[config.mk]
export PLATFORM = sky130hd
export DESIGN_NAME = rob_commit
export DESIGN_NICKNAME = d
export VERILOG_FILES = /design/src/rtl/ooo_types_pkg.sv /design/src/rtl/commit_prefix_scan.sv /design/src/rtl/rob_commit.sv
export SDC_FILE = /design/constraint.sdc
export NUM_CORES = 1
export LEC_CHECK = 0
export ABC_AREA = 1
export BUFFER_PORTS_ARGS = -buffer_cell sky130_fd_sc_hd__buf_2
export CORE_AREA = 2 2 124 126
export DETAILED_ROUTE_END_ITERATION = 7
export DIE_AREA = 0 0 126 128
export PLACE_DENSITY = 0.77
export SYNTH_ARGS = -nofsm -noshare
export SYNTH_HDL_FRONTEND = slang
export SYNTH_SLANG_ARGS = --single-unit
export TNS_END_PERCENT = 10
[constraint.sdc]
create_clock -name clk -period 8.05 [get_ports clk]
set_input_delay 0.805 -clock clk [delete_from_list [all_inputs] [get_ports clk]]
set_output_delay 0.805 -clock clk [all_outputs]
set_load 0.02 [all_outputs]
[src/rtl/ooo_types_pkg.sv]
// ooo_types_pkg: shared types and constants for the out-of-order retire stage.
//   SUPERSCALAR             entries inspected / retired per cycle
//   SUPERSCALAR_BITS        log2(SUPERSCALAR)
//   PHYS_BITS               physical register index width
//   RECOVER_CYCLES_DEFAULT  default hold time in RECOVER after a flush
//   rob_entry_t             one reorder-buffer entry as seen at the queue head
//   commit_state_t          retire FSM states
//   count_t                 0..SUPERSCALAR retire count
package ooo_types_pkg;

   localparam int SUPERSCALAR            = 4;
   localparam int SUPERSCALAR_BITS       = 2;
   localparam int PHYS_BITS              = 6;
   localparam int RECOVER_CYCLES_DEFAULT = 2;

   typedef struct packed {
      logic                 valid;
      logic                 done;
      logic                 mispredict;
      logic [4:0]           rd;
      logic [PHYS_BITS-1:0] pd;
      logic [PHYS_BITS-1:0] pd_old;
      logic [31:0]          target_pc;
   } rob_entry_t;

   typedef enum logic {
      RUN     = 1'b0,
      RECOVER = 1'b1
   } commit_state_t;

   // One extra bit so that a full SUPERSCALAR-wide retire is representable.
   typedef logic [SUPERSCALAR_BITS:0] count_t;

endpackage

[src/rtl/commit_prefix_scan.sv]
// commit_prefix_scan: combinational in-order prefix scan over the head entries.
//   valid_i, done_i, mispredict_i  per-lane flags, lane 0 = oldest
//   k_o                            length of the retirable prefix
//   mispredict_hit_o               the prefix ends on a mispredicted entry
//   mispredict_lane_o              lane of that entry (meaningful with hit)
module commit_prefix_scan
   import ooo_types_pkg::*;
(
   input  logic [SUPERSCALAR-1:0]      valid_i,
   input  logic [SUPERSCALAR-1:0]      done_i,
   input  logic [SUPERSCALAR-1:0]      mispredict_i,
   output count_t                      k_o,
   output logic                        mispredict_hit_o,
   output logic [SUPERSCALAR_BITS-1:0] mispredict_lane_o
);

   logic stop;

   // A mispredicted entry retires itself but nothing younger; a not-ready
   // entry ends the run without retiring.
   always_comb begin
      k_o               = '0;
      mispredict_hit_o  = 1'b0;
      mispredict_lane_o = '0;
      stop              = 1'b0;
      for (int i = 0; i < SUPERSCALAR; i++) begin
         if (!stop) begin
            if (valid_i[i] && done_i[i]) begin
               k_o = k_o + count_t'(1);
               if (mispredict_i[i]) begin
                  mispredict_hit_o  = 1'b1;
                  mispredict_lane_o = SUPERSCALAR_BITS'(i);
                  stop              = 1'b1;
               end
            end else begin
               stop = 1'b1;
            end
         end
      end
   end

endmodule

[src/rtl/rob_commit.sv]
// rob_commit: retire stage behind the reorder-buffer circular queue.
// Retires the valid&done in-order prefix of the head entries, pops the queue,
// publishes retired mappings and freed physical regs, and raises a one-cycle
// redirect flush when a mispredicted entry retires.
//   clk, rst       clock; asynchronous active-high reset
//   head_entry     oldest queue entries, [0] = oldest
//   commit_stall   downstream backpressure, retire nothing
//   pop, amount    combinational dequeue request and count
//   ret_valid      lanes retired on the previous edge
//   ret_rd/ret_pd  architectural dest and new mapping per lane
//   free_pd        previous mapping to return to the free list
//   flush          one-cycle redirect pulse, redirect_pc valid with it
// Optional: COMMIT_TRACE_EN adds commit_count and per-lane ret_order.
//
// state   | meaning
// RUN     | normal retirement of the head prefix
// RECOVER | flush in progress; head ignored for RECOVER_CYCLES cycles
module rob_commit
   import ooo_types_pkg::*;
#(
   parameter int RECOVER_CYCLES = RECOVER_CYCLES_DEFAULT
)(
   input  logic                                 clk,
   input  logic                                 rst,
   input  rob_entry_t                           head_entry [SUPERSCALAR],
   input  logic                                 commit_stall,
   output logic                                 pop,
   output count_t                               amount,
   output logic [SUPERSCALAR-1:0]               ret_valid,
   output logic [SUPERSCALAR-1:0][4:0]          ret_rd,
   output logic [SUPERSCALAR-1:0][PHYS_BITS-1:0] ret_pd,
   output logic [SUPERSCALAR-1:0][PHYS_BITS-1:0] free_pd,
   output logic                                 flush,
   output logic [31:0]                          redirect_pc
`ifdef COMMIT_TRACE_EN
   ,
   output logic [63:0]                          commit_count,
   output logic [SUPERSCALAR-1:0][63:0]         ret_order
`endif
);

   localparam int CNT_W = $clog2(RECOVER_CYCLES + 1);

   commit_state_t                 state_q, state_d;
   logic [CNT_W-1:0]              cnt_q, cnt_d;
   logic [SUPERSCALAR-1:0]        valid_v, done_v, mp_v;
   count_t                        k_raw, k_eff;
   logic                          mp_hit, take_mp;
   logic [SUPERSCALAR_BITS-1:0]   mp_lane;
   logic [SUPERSCALAR-1:0]        retire_mask;

   always_comb begin
      for (int i = 0; i < SUPERSCALAR; i++) begin
         valid_v[i] = head_entry[i].valid;
         done_v[i]  = head_entry[i].done;
         mp_v[i]    = head_entry[i].mispredict;
      end
   end

   commit_prefix_scan u_scan (
      .valid_i           (valid_v),
      .done_i            (done_v),
      .mispredict_i      (mp_v),
      .k_o               (k_raw),
      .mispredict_hit_o  (mp_hit),
      .mispredict_lane_o (mp_lane)
   );

   always_comb begin
      state_d = state_q;
      cnt_d   = cnt_q;
      k_eff   = '0;
      take_mp = 1'b0;
      unique case (state_q)
         RUN: begin
            if (!commit_stall) begin
               k_eff   = k_raw;
               take_mp = mp_hit;
            end
            if (take_mp) begin
               state_d = RECOVER;
               cnt_d   = CNT_W'(RECOVER_CYCLES);
            end
         end
         RECOVER: begin
            cnt_d = cnt_q - CNT_W'(1);
            if (cnt_q == CNT_W'(1)) state_d = RUN;
         end
         default: state_d = RUN;
      endcase
      for (int i = 0; i < SUPERSCALAR; i++) begin
         retire_mask[i] = (k_eff > count_t'(i));
      end
   end

   // The queue must not see a dequeue while reset is held, even combinationally.
   assign pop    = !rst && (k_eff != '0);
   assign amount = rst ? '0 : k_eff;

   always_ff @(posedge clk or posedge rst) begin
      if (rst) begin
         state_q     <= RUN;
         cnt_q       <= '0;
         ret_valid   <= '0;
         ret_rd      <= '0;
         ret_pd      <= '0;
         free_pd     <= '0;
         flush       <= 1'b0;
         redirect_pc <= '0;
      end else begin
         state_q   <= state_d;
         cnt_q     <= cnt_d;
         ret_valid <= retire_mask;
         flush     <= take_mp;
         if (take_mp) redirect_pc <= head_entry[mp_lane].target_pc;
         for (int i = 0; i < SUPERSCALAR; i++) begin
            if (retire_mask[i]) begin
               ret_rd[i]  <= head_entry[i].rd;
               ret_pd[i]  <= head_entry[i].pd;
               free_pd[i] <= head_entry[i].pd_old;
            end
         end
      end
   end

`ifdef COMMIT_TRACE_EN
   // ret_order is registered alongside ret_valid so each lane carries the
   // sequence number it had when it retired.
   always_ff @(posedge clk or posedge rst) begin
      if (rst) begin
         commit_count <= '0;
         ret_order    <= '0;
      end else if (k_eff != '0) begin
         commit_count <= commit_count + 64'(k_eff);
         for (int i = 0; i < SUPERSCALAR; i++) begin
            if (retire_mask[i]) ret_order[i] <= commit_count + 64'(i);
         end
      end
   end
`endif

endmodule

==> summary.md <==
| Metric | Value |
|---|---|
| Outcome | `finished, final reports clean` |
| Core Area | `0.01486 sq mm` |
| Primary FF master, synth | `dfrtp_1` |
| First-pass GRT wire length | `28190 um` |
| Drt wl/cell | `13.61 um` |
| Cell leakage power | `4.935 nW` |
| Hold buffers post-CTS | `0` |
| Fmax | `226.3 MHz` |
| Post-Syn Area | `0.005938 sq mm` |
| Initial antenna violation count | `0` |
| Via count | `6190` |
| Worst-Skew Late Latency | `340 ps` |
| Slew margin rel. | `40.88%` |
| Multi-input logic area | `0.002643 sq mm` |
| DP Cell Count | `1288` |
| CTS Buf Count | `9` |
| Clock edge transition at the registers on the reported setup and hold paths | `70 ps` |
| Post-synth cell types | `26` |
| Initial Utilization | `39.95%` |
| Drt first pass iters | `5` |
| Yosys warns | `0` |
| Final count of pins violating max slew | `0` |
| Antenna Nets Post-Route | `0` |
| Initial DRC Count | `335` |
| Setup_tns | `0 ps` |
| Final HPWL DP | `13230 um` |
| Min-delay worst type | `reg -> reg` |
| Clk buf depth | `2` |
| Area Overhead vs Synth | `31.84%` |
| Vias per std cell | `4.747` |
| Worst VDD drop | `0.0001098 V` |
| Mapped Cells | `823` |
| Syn nets | `1037` |
| Pwr Density | `221.3 mW/mm^2` |
| Syn avg cell area | `7.215 sq um` |
| Sink Count | `108` |
| Number of global-route vias before repair | `5877` |
| N_diodes | `0` |
| Layout cells sized above 1 | `32.35%` |
| Nets | `1325` |
| Worst-path fanout max | `34` |
| H-tree Lvls | `3` |
| Row Count | `45` |
| Largest cells by area after synthesis | `dfrtp_1 46%, nand2_1 23%, nand3_1 6.4%, inv_1 4.8%, nand3b_1 4.0%` |
| Area leader, netlist | `dfrtp_1` |
| Skew final | `7.830 ps` |
| Worst Max-Slew Pin Slew | `883.4 ps` |
| CTS tree | `done` |
| Pin count of the biggest net entering global routing | `97` |
| GPL Wtd Cong | `0.7892` |
| Routed WL | `17750 um` |
| Post-CTS Repair Setup Buffers | `0` |
| Final setup fails | `0` |
| Crit path launch type | `input pin` |
| GRT Total Usage | `21.67%` |
| CP Data Required Time | `8280 ps` |
| Post_cts resized | `0` |
| Gr ovfl total | `0` |
| Io pins | `320` |
| Max-cap violations | `0` |
| Area share of the largest cell type after synthesis | `45.51%` |
| Sequential element share of the synthesized area | `45.51%` |
| Die ar. | `0.01613 sq mm` |
| Setup crit end kind | `flip-flop` |
| DR DRC count | `0` |
| Final hold viol count | `0` |
| Total area of sequential cells | `0.002703 sq mm` |
| Minimum clock period | `4419 ps` |
| Root buffer cell | `clkbuf_16` |
| Asr flop ratio synth | `100.0%` |
| # fillers | `1462` |
| Yosys reg bits | `108` |
| Critical path class | `in -> reg` |
| Fin crit share | `54.90%` |
| Die Y-Extent | `128 um` |
| Worst EP arrival | `4650 ps` |
| Finished Layout Cells | `1304` |
| RSZ-0062 raised after global routing | `false` |
| Port bufs | `319` |
| Die width | `126 um` |
| Post-synth EDFFs | `0` |
[registers in the layout (all words and copies together), names as in the netlist]
signal       cells
ret_valid        4
redirect_pc     32
cnt_q            2
ret_rd          20
free_pd         24
flush            1
state_q          1
ret_pd          24
[metrics by stage]
stage / total power (W) / setup slack (ps) / utilization, % / hold slack, ps / instance area, sq um
finish: 0.001732 / 3631 / 52.67 / 476.5 / 7829
global route: 0.001844 / 3274 / 52.67 / 497.7 / 7829
detailed placement: 0.001308 / 3203 / 50.62 / 460.1 / 7525
global placement: 0.001298 / 3321 / 50.62 / 457.7 / 7525
CTS: 0.001751 / 3550 / 52.67 / 481.0 / 7829
floorplan: 0.001069 / 4399 / - / 453.5 / 5938
[final timing paths]
| check | startpoint | end | slack, ps | cells after the start |
|---|---|---|---|---|
| max | head_entry[103] | redirect_pc[31]$_DFFE_PP0P_ | 3630 | 12 |
| min | redirect_pc[13]$_DFFE_PP0P_ | redirect_pc[13]$_DFFE_PP0P_ | 480 | 2 |
| max reg2reg | state_q$_DFF_PP0_ | redirect_pc[31]$_DFFE_PP0P_ | 5950 | 5 |
| min reg2reg | redirect_pc[13]$_DFFE_PP0P_ | redirect_pc[13]$_DFFE_PP0P_ | 480 | 2 |
| max in group asynchronous | rst | free_pd[0]$_DFFE_PP0N_ | 6260 | 3 |
| min in group asynchronous | rst | free_pd[23]$_DFFE_PP0N_ | 540 | 2 |
[layer usage]
layer / up-vias / part of all wire, % / track usage, % / routed length (um)
li1: 3133 / - / - / -
met4: 0 / 2.8 / 8.339 / 503
met1: 2715 / 41 / 27.08 / 7289
met2: 304 / 49 / 37.19 / 8614
met5: - / 0 / 0 / 0
met3: 38 / 7.5 / 4.299 / 1339
[power by group]
group | leakage [nW] | total [W] | internal [W] | switching (W)
Sequential | 1.43 | 0.000740 | 0.000671 | 0.0000689
Clock | 0.142 | 0.000439 | 0.000221 | 0.000218
Combinational | 3.37 | 0.000554 | 0.000202 | 0.000352
[placed cells by master (no fill, tap or decap), drive strengths merged, types with 3 or more instances in the layout]
cell    netlist  final
nand2       366    366
dfrtp       108    108
o21ai        37     37
clkbuf       11      9
nand3b       32     32
clkinv        1      3
inv          81     84
buf          36    324
nand4        20     20
ha            3      3
nor2         48     48
nand3        77     77
[cells in the mapped netlist, drive strengths merged (2+ instances only)]
library cell,count
a31oi,2
buf,36
clkbuf,11
dfrtp,108
ha,3
inv,81
nand2,366
nand3,77
nand3b,32
nand4,20
nor2,48
o21ai,37
[critical path: stages]
cell and delay (ps):
buf_2 70, nand2_1 60, nor2_1 330, inv_2 110
nor2_4 140, nand2_2 400, nand2_2 700, inv_2 450
o21ai_4 810, inv_2 470, nand2_1 190, nand2_1 70
[area by class of cell]
cell class / instances / area share (%)
Sequential cell: 108 / 34.52
Clock buffer: 9 / 2.877
Tap cell: 188 / 3.005
Clock inverter: 7 / 1.007
Timing Repair Buffer: 324 / 20.87
Inverter: 82 / 3.964
Multi-Input combinational cell: 586 / 33.75
[cells by family after synthesis]
| kind of cell | count (synthesis) | synth area share (%) |
|---|---|---|
| flops | 108 | 45.51 |
| simple gates | 543 | 40.12 |
| buf+inv | 129 | 10.03 |
| fa+ha+maj | 3 | 0.6322 |
| compound gates | 40 | 3.709 |
(Power assumes the default switching activity.)
